<file path="config.mk">
export PLATFORM = sky130hd
export DESIGN_NAME = sap_sequencer
export DESIGN_NICKNAME = d
export VERILOG_FILES = /design/src/rtl/sap_sequencer.sv
export SDC_FILE = /design/constraint.sdc
export NUM_CORES = 1
export LEC_CHECK = 0
export ABC_AREA = 1
export CAP_MARGIN = 15
export CORE_MARGIN = 1
export CORE_UTILIZATION = 39
export CTS_CLUSTER_SIZE = 24
export DETAILED_ROUTE_END_ITERATION = 7
export GPL_TIMING_DRIVEN = 0
export PLACE_DENSITY = 0.89
export SLEW_MARGIN = 25
export SYNTH_ARGS = -nofsm -noshare
export SYNTH_HDL_FRONTEND = slang
export SYNTH_SLANG_ARGS = --single-unit
export TNS_END_PERCENT = 10
</file>
<file path="constraint.sdc">
create_clock -name clk -period 1.5 [get_ports clk]
set_input_delay 0.15 -clock clk [delete_from_list [all_inputs] [get_ports clk]]
set_output_delay 0.15 -clock clk [all_outputs]
set_load 0.05 [all_outputs]
</file>
<file path="src/rtl/sap_sequencer.sv">
// sap_sequencer: variable-length microcode sequencer for the SAP-style 8-bit CPU.
// The sequencer steps through a three-cycle fetch, then runs the opcode-specific
// execute states. It also handles run, single-step, halt/resume and illegal opcodes.
// The control word decodes combinationally from the state. In T3 the decode also
// uses the live opcode, and in T4/T5 it uses the opcode latched at the T3->T4 edge.
module sap_sequencer #(
  parameter int OPCODE_W = 4,
  parameter int CTRL_W   = 15
) (
  input  logic                clk,
  input  logic                rst_n,
  input  logic                run,
  input  logic                step,
  input  logic                resume,
  input  logic [OPCODE_W-1:0] opcode,
  output logic [CTRL_W-1:0]   ctrl,
  output logic [2:0]          t_state,
  output logic                halted,
  output logic                instr_done,
  output logic                illegal_op
);

  // Control-word bit positions
  localparam logic [14:0] ADDER_EN  = 15'h0001;
  localparam logic [14:0] ADDER_SUB = 15'h0002;
  localparam logic [14:0] B_LOAD    = 15'h0004;
  localparam logic [14:0] A_EN      = 15'h0008;
  localparam logic [14:0] A_LOAD    = 15'h0010;
  localparam logic [14:0] IR_EN     = 15'h0020;
  localparam logic [14:0] IR_LOAD   = 15'h0040;
  localparam logic [14:0] MEM_EN    = 15'h0080;
  localparam logic [14:0] MEM_LOAD  = 15'h0100;
  localparam logic [14:0] PC_EN     = 15'h0200;
  localparam logic [14:0] PC_INC    = 15'h0400;
  localparam logic [14:0] HLT       = 15'h0800;
  localparam logic [14:0] MUL_EN    = 15'h1000;
  localparam logic [14:0] DIV_EN    = 15'h2000;
  localparam logic [14:0] OUT_LOAD  = 15'h4000;

  typedef enum logic [2:0] {
    S_IDLE, S_T0, S_T1, S_T2, S_T3, S_T4, S_T5, S_HALT
  } state_t;

  typedef enum logic [2:0] {
    C_LDA, C_ADD, C_SUB, C_MUL, C_DIV, C_OUT, C_HLT, C_ILL
  } op_class_t;

  state_t              state_reg;
  logic [OPCODE_W-1:0] op_lat_reg;
  op_class_t           live_class;
  op_class_t           lat_class;
  logic                last_t;
  logic [14:0]         word;

  // Any bit above the low nibble makes the opcode illegal.
  function automatic op_class_t classify(input logic [OPCODE_W-1:0] op);
    op_class_t c;
    c = C_ILL;
    if ((op >> 4) == '0) begin
      case (op[3:0])
        4'h0:    c = C_LDA;
        4'h1:    c = C_ADD;
        4'h2:    c = C_SUB;
        4'h3:    c = C_MUL;
        4'h4:    c = C_DIV;
        4'hE:    c = C_OUT;
        4'hF:    c = C_HLT;
        default: c = C_ILL;
      endcase
    end
    return c;
  endfunction

  assign live_class = classify(opcode);
  assign lat_class  = classify(op_lat_reg);

  // Mark the final T-state of the current instruction. It picks the next fetch or IDLE.
  always_comb begin
    last_t = 1'b0;
    case (state_reg)
      S_T3:    last_t = (live_class == C_OUT) || (live_class == C_HLT) ||
                        (live_class == C_ILL);
      S_T4:    last_t = (lat_class == C_LDA);
      S_T5:    last_t = 1'b1;
      default: last_t = 1'b0;
    endcase
  end

  // State sequencing and opcode latch
  always_ff @(posedge clk or negedge rst_n) begin
    if (!rst_n) begin
      state_reg  <= S_IDLE;
      op_lat_reg <= '0;
    end else begin
      case (state_reg)
        S_IDLE: if (run || step) state_reg <= S_T0;
        S_T0:   state_reg <= S_T1;
        S_T1:   state_reg <= S_T2;
        S_T2:   state_reg <= S_T3;
        S_T3: begin
          op_lat_reg <= opcode;
          if (live_class == C_HLT) state_reg <= S_HALT;
          else if (last_t)         state_reg <= run ? S_T0 : S_IDLE;
          else                     state_reg <= S_T4;
        end
        S_T4: begin
          if (last_t) state_reg <= run ? S_T0 : S_IDLE;
          else        state_reg <= S_T5;
        end
        S_T5:   state_reg <= run ? S_T0 : S_IDLE;
        S_HALT: if (resume) state_reg <= S_IDLE;
        default: state_reg <= S_IDLE;
      endcase
    end
  end

  // Microcode decode of the control word
  always_comb begin
    word = '0;
    case (state_reg)
      S_T0: word = PC_EN | MEM_LOAD;
      S_T1: word = PC_INC;
      S_T2: word = MEM_EN | IR_LOAD;
      S_T3: begin
        case (live_class)
          C_LDA, C_ADD, C_SUB, C_MUL, C_DIV: word = IR_EN | MEM_LOAD;
          C_OUT:   word = A_EN | OUT_LOAD;
          C_HLT:   word = HLT;
          default: word = '0;
        endcase
      end
      S_T4: word = (lat_class == C_LDA) ? (MEM_EN | A_LOAD) : (MEM_EN | B_LOAD);
      S_T5: begin
        case (lat_class)
          C_ADD:   word = ADDER_EN | A_LOAD;
          C_SUB:   word = ADDER_EN | ADDER_SUB | A_LOAD;
          C_MUL:   word = MUL_EN | A_LOAD;
          C_DIV:   word = DIV_EN | A_LOAD;
          default: word = '0;
        endcase
      end
      S_HALT:  word = HLT;
      default: word = '0;
    endcase
  end

  // Widen the control word. Bits above 14 stay zero.
  always_comb begin
    ctrl       = '0;
    ctrl[14:0] = word;
  end

  // Status outputs
  always_comb begin
    t_state = 3'd7;
    case (state_reg)
      S_T0:    t_state = 3'd0;
      S_T1:    t_state = 3'd1;
      S_T2:    t_state = 3'd2;
      S_T3:    t_state = 3'd3;
      S_T4:    t_state = 3'd4;
      S_T5:    t_state = 3'd5;
      default: t_state = 3'd7;
    endcase
    halted     = (state_reg == S_HALT);
    instr_done = last_t;
    illegal_op = (state_reg == S_T3) && (live_class == C_ILL);
  end

endmodule

</file>
==> results.yml <==
logic_synthesis:
  muxShareOfSynthArea: 0
  synth-compound-area-share: 0.0733
  synth_xor_area_frac: 0
  synth_cells: 98
  avgSynthCellArea_um2: 6.27
  yosysSeqAreaShare: 0.285
  synthSimpleGateAreaFrac: 0.483
  synth-seq-cells: 7
  yosysWarnings: 0
  synth_cell_types: 19
  synth_fa_ha_area_frac: 0
  synth_top_family_by_area: "simple AND/OR/NAND/NOR gates"
  syn_nets: 107
  synth.cell_area_um2: 614
drt:
  routed_wl_mm: 1.92
  wl_per_cell_um: 12.5
  drc: 0
  drt-vias-per-instance: 5.05
  detail-route-antenna-nets: 0
  dr.pass1.iters: 4
  vias: 777
  drtIter0Drc: 13
grt:
  grt_util_met2: 0.384
  grt_overflow_total: 0
  grtUsageMet3: 0.0391
  use_met1: 0.278
  first_global_vias: 704
  grt_first_pass_wirelength_mm: 2.97
  grt_max_degree: 11
  grt_usage: 0.220
  grt-busiest-layer: "met2"
  grt_antenna_before_repair: 0
clocking:
  cts_buffer_depth: 2
  cts_tree: "done"
  clkTransAtPathRegs_ns: 0.06
  htreeDepth: 1
  cts_hold_buf: 0
  numCtsBuffers: 3
  cts_root_buf: "clkbuf_4"
  cts.sinks: 7
  clk_latency_ns: 0.26
power:
  intPower_w: 0.00105
  seqPwrFrac: 0.157
  switchingPower_w: 0.00157
  leakage_nw: 0.579
  comb_power_share: 0.775
  powerDensity_nw_per_um2: 2380
  switching_share: 0.598
  ir_drop_uv: 1830
  clkPwrFrac: 0.068
floorplan:
  core_region_area_um2: 1380
  rows: 13
  initial_utilization: 0.444
  boundaryPins: 30
  die_area_um2: 1740
  die_w_um: 41.7
  die_h_um: 41.7
timing:
  grt_setup_unrepaired: "true"
  fin_skew_ns: 0.00323
  setup_violations: 10
  fmax_mhz: 606
  period_share: 1.10
  fin_ws_ns: -0.151
  hold_viol: 0
  final.setup.tns_ns: -0.709
  report.final.slew_viol_count: 0
  fin_crit_ns: 1.65
  worstMarginPinSlew_ns: 0.305
  slew_headroom: 0.796
finish:
  final_cells: 154
  final_cell_mix: "nand2_1, buf_6, inv_1, buf_4"
  largest_reg_flops: 4
  final_layout_size_suffix_gt1_frac: 0.489
  nets: 149
  mostFrequentLayoutCell: "nand2_1"
  area_growth_pct: 79.4
  post-route-util: 0.797
  stdcell_area_um2: 1100
  antenna_cells: 0
placement:
  place_area_um2: 968
  dp_cells: 142
  place_ws_ns: -0.695
  place_congestion: 0.815
  dp_hpwl_mm: 1.30
  port_buffers: 29
run_status:
  run_status: "finished, violations left"
  violations: "negative setup slack"
flow_run:
  cap_viol_max_count: 0
critical_path:
  worstSetupPathType: "flip-flop to output port"
  critPathLaunchType: "flip-flop"
  crit_arrival_ns: 1.50
  required_ns: 1.35
  rrSetupSlack_ns: 0.17
  critPathMaxFanout: 7
  end_kind: "output port"
min_path:
  worstHoldPathType: "input pin to asynchronous set/reset pin"
[worst max-delay path: stages (launching register included)]
cell and delay (ns):
dfrtp_2 0.48, nor2_4 0.19, nand2_4 0.12, inv_4 0.09
nand2_4 0.05, a21oi_2 0.14, buf_6 0.18
[what timing repair did]
| action | in CTS | in global routing |
|---|---|---|
| endpoints found under the hold margin | 0 | 0 |
| buffers inserted | 5 | 2 |
| gates cloned | 1 | 0 |
| resized for setup | 133 | 26 |
| setup endpoints to repair | 21 | 20 |
| pin swaps | 4 | 4 |
[through the flow]
| stage | total power, W | hold WS, ns |
|---|---|---|
| floorplan | 0.00170 | -0.146 |
| global placement | 0.00217 | 0.411 |
| detailed placement | 0.00220 | 0.412 |
| CTS | 0.00245 | 0.151 |
| global route | 0.00278 | 0.174 |
| finish | 0.00262 | 0.138 |
[Yosys cell counts]
| cell | number | area share |
|---|---|---|
| dfrtp_1 | 7 | 0.29 |
| nand4_1 | 3 | 0.031 |
| a21oi_1 | 1 | 0.0081 |
| nor2_2 | 3 | 0.031 |
| nor3_1 | 2 | 0.016 |
| or3_1 | 1 | 0.010 |
| o21ai_1 | 6 | 0.049 |
| nand3_2 | 2 | 0.033 |
| buf_4 | 1 | 0.012 |
| nand2_4 | 1 | 0.018 |
| buf_6 | 2 | 0.037 |
| nand2_1 | 27 | 0.16 |
| inv_1 | 12 | 0.073 |
| nor2_1 | 12 | 0.073 |
| o21ai_0 | 2 | 0.016 |
| nor2_4 | 2 | 0.037 |
| inv_2 | 6 | 0.037 |
| nand3b_1 | 1 | 0.012 |
| nand3_1 | 7 | 0.057 |
[worst paths after layout]
check                                            end                       from  cells past startpoint
hold / removal             op_lat_reg[2]$_DFFE_PN0P_                      rst_n                      1
min in group clk           op_lat_reg[2]$_DFFE_PN0P_                  opcode[2]                      3
setup reg to reg           op_lat_reg[3]$_DFFE_PN0P_   state_reg[1]$_DFFE_PN0P_                      7
setup / recovery                          illegal_op   state_reg[1]$_DFFE_PN0P_                      6
hold reg to reg            op_lat_reg[2]$_DFFE_PN0P_  op_lat_reg[2]$_DFFE_PN0P_                      2
max in group asynchronous   state_reg[1]$_DFFE_PN0P_                      rst_n                      1
[cells by family (layout without fill, tap and decap cells)]
family,after synthesis,in the layout
AOI/OAI and AO/OA,9,9
and+or+nand+nor,61,62
DFF,7,7
buffers and inverters,21,61
[metal layers]
layer,part of all wire,vias to the layer above
met5,0,-
met4,0.0088,0
met3,0.047,2
met2,0.54,27
met1,0.40,357
li1,-,391
[area by class of cell]
| class | count | area, um2 |
|---|---|---|
| Tap cell | 15 | 18.8 |
| Fill cell | 109 | 280 |
| Timing Repair Buffer | 36 | 332 |
| Inverter | 18 | 72.6 |
| Sequential cell | 7 | 178 |
| Clock buffer | 4 | 26.3 |
| Buffer | 3 | 33.8 |
| Multi-Input combinational cell | 71 | 442 |
[power groups by stage]
stage	Sequential, W	Combinational [W]	Clock [W]
final	0.000412	0.00203	0.000179
after global routing	0.000423	0.00217	0.000186
after CTS	0.000394	0.00189	0.000165
after detailed placement	0.000376	0.00183	0
after global placement	0.000369	0.00180	0
after floorplan	0.000358	0.00134	0
Power figures use the tool's default switching activity.
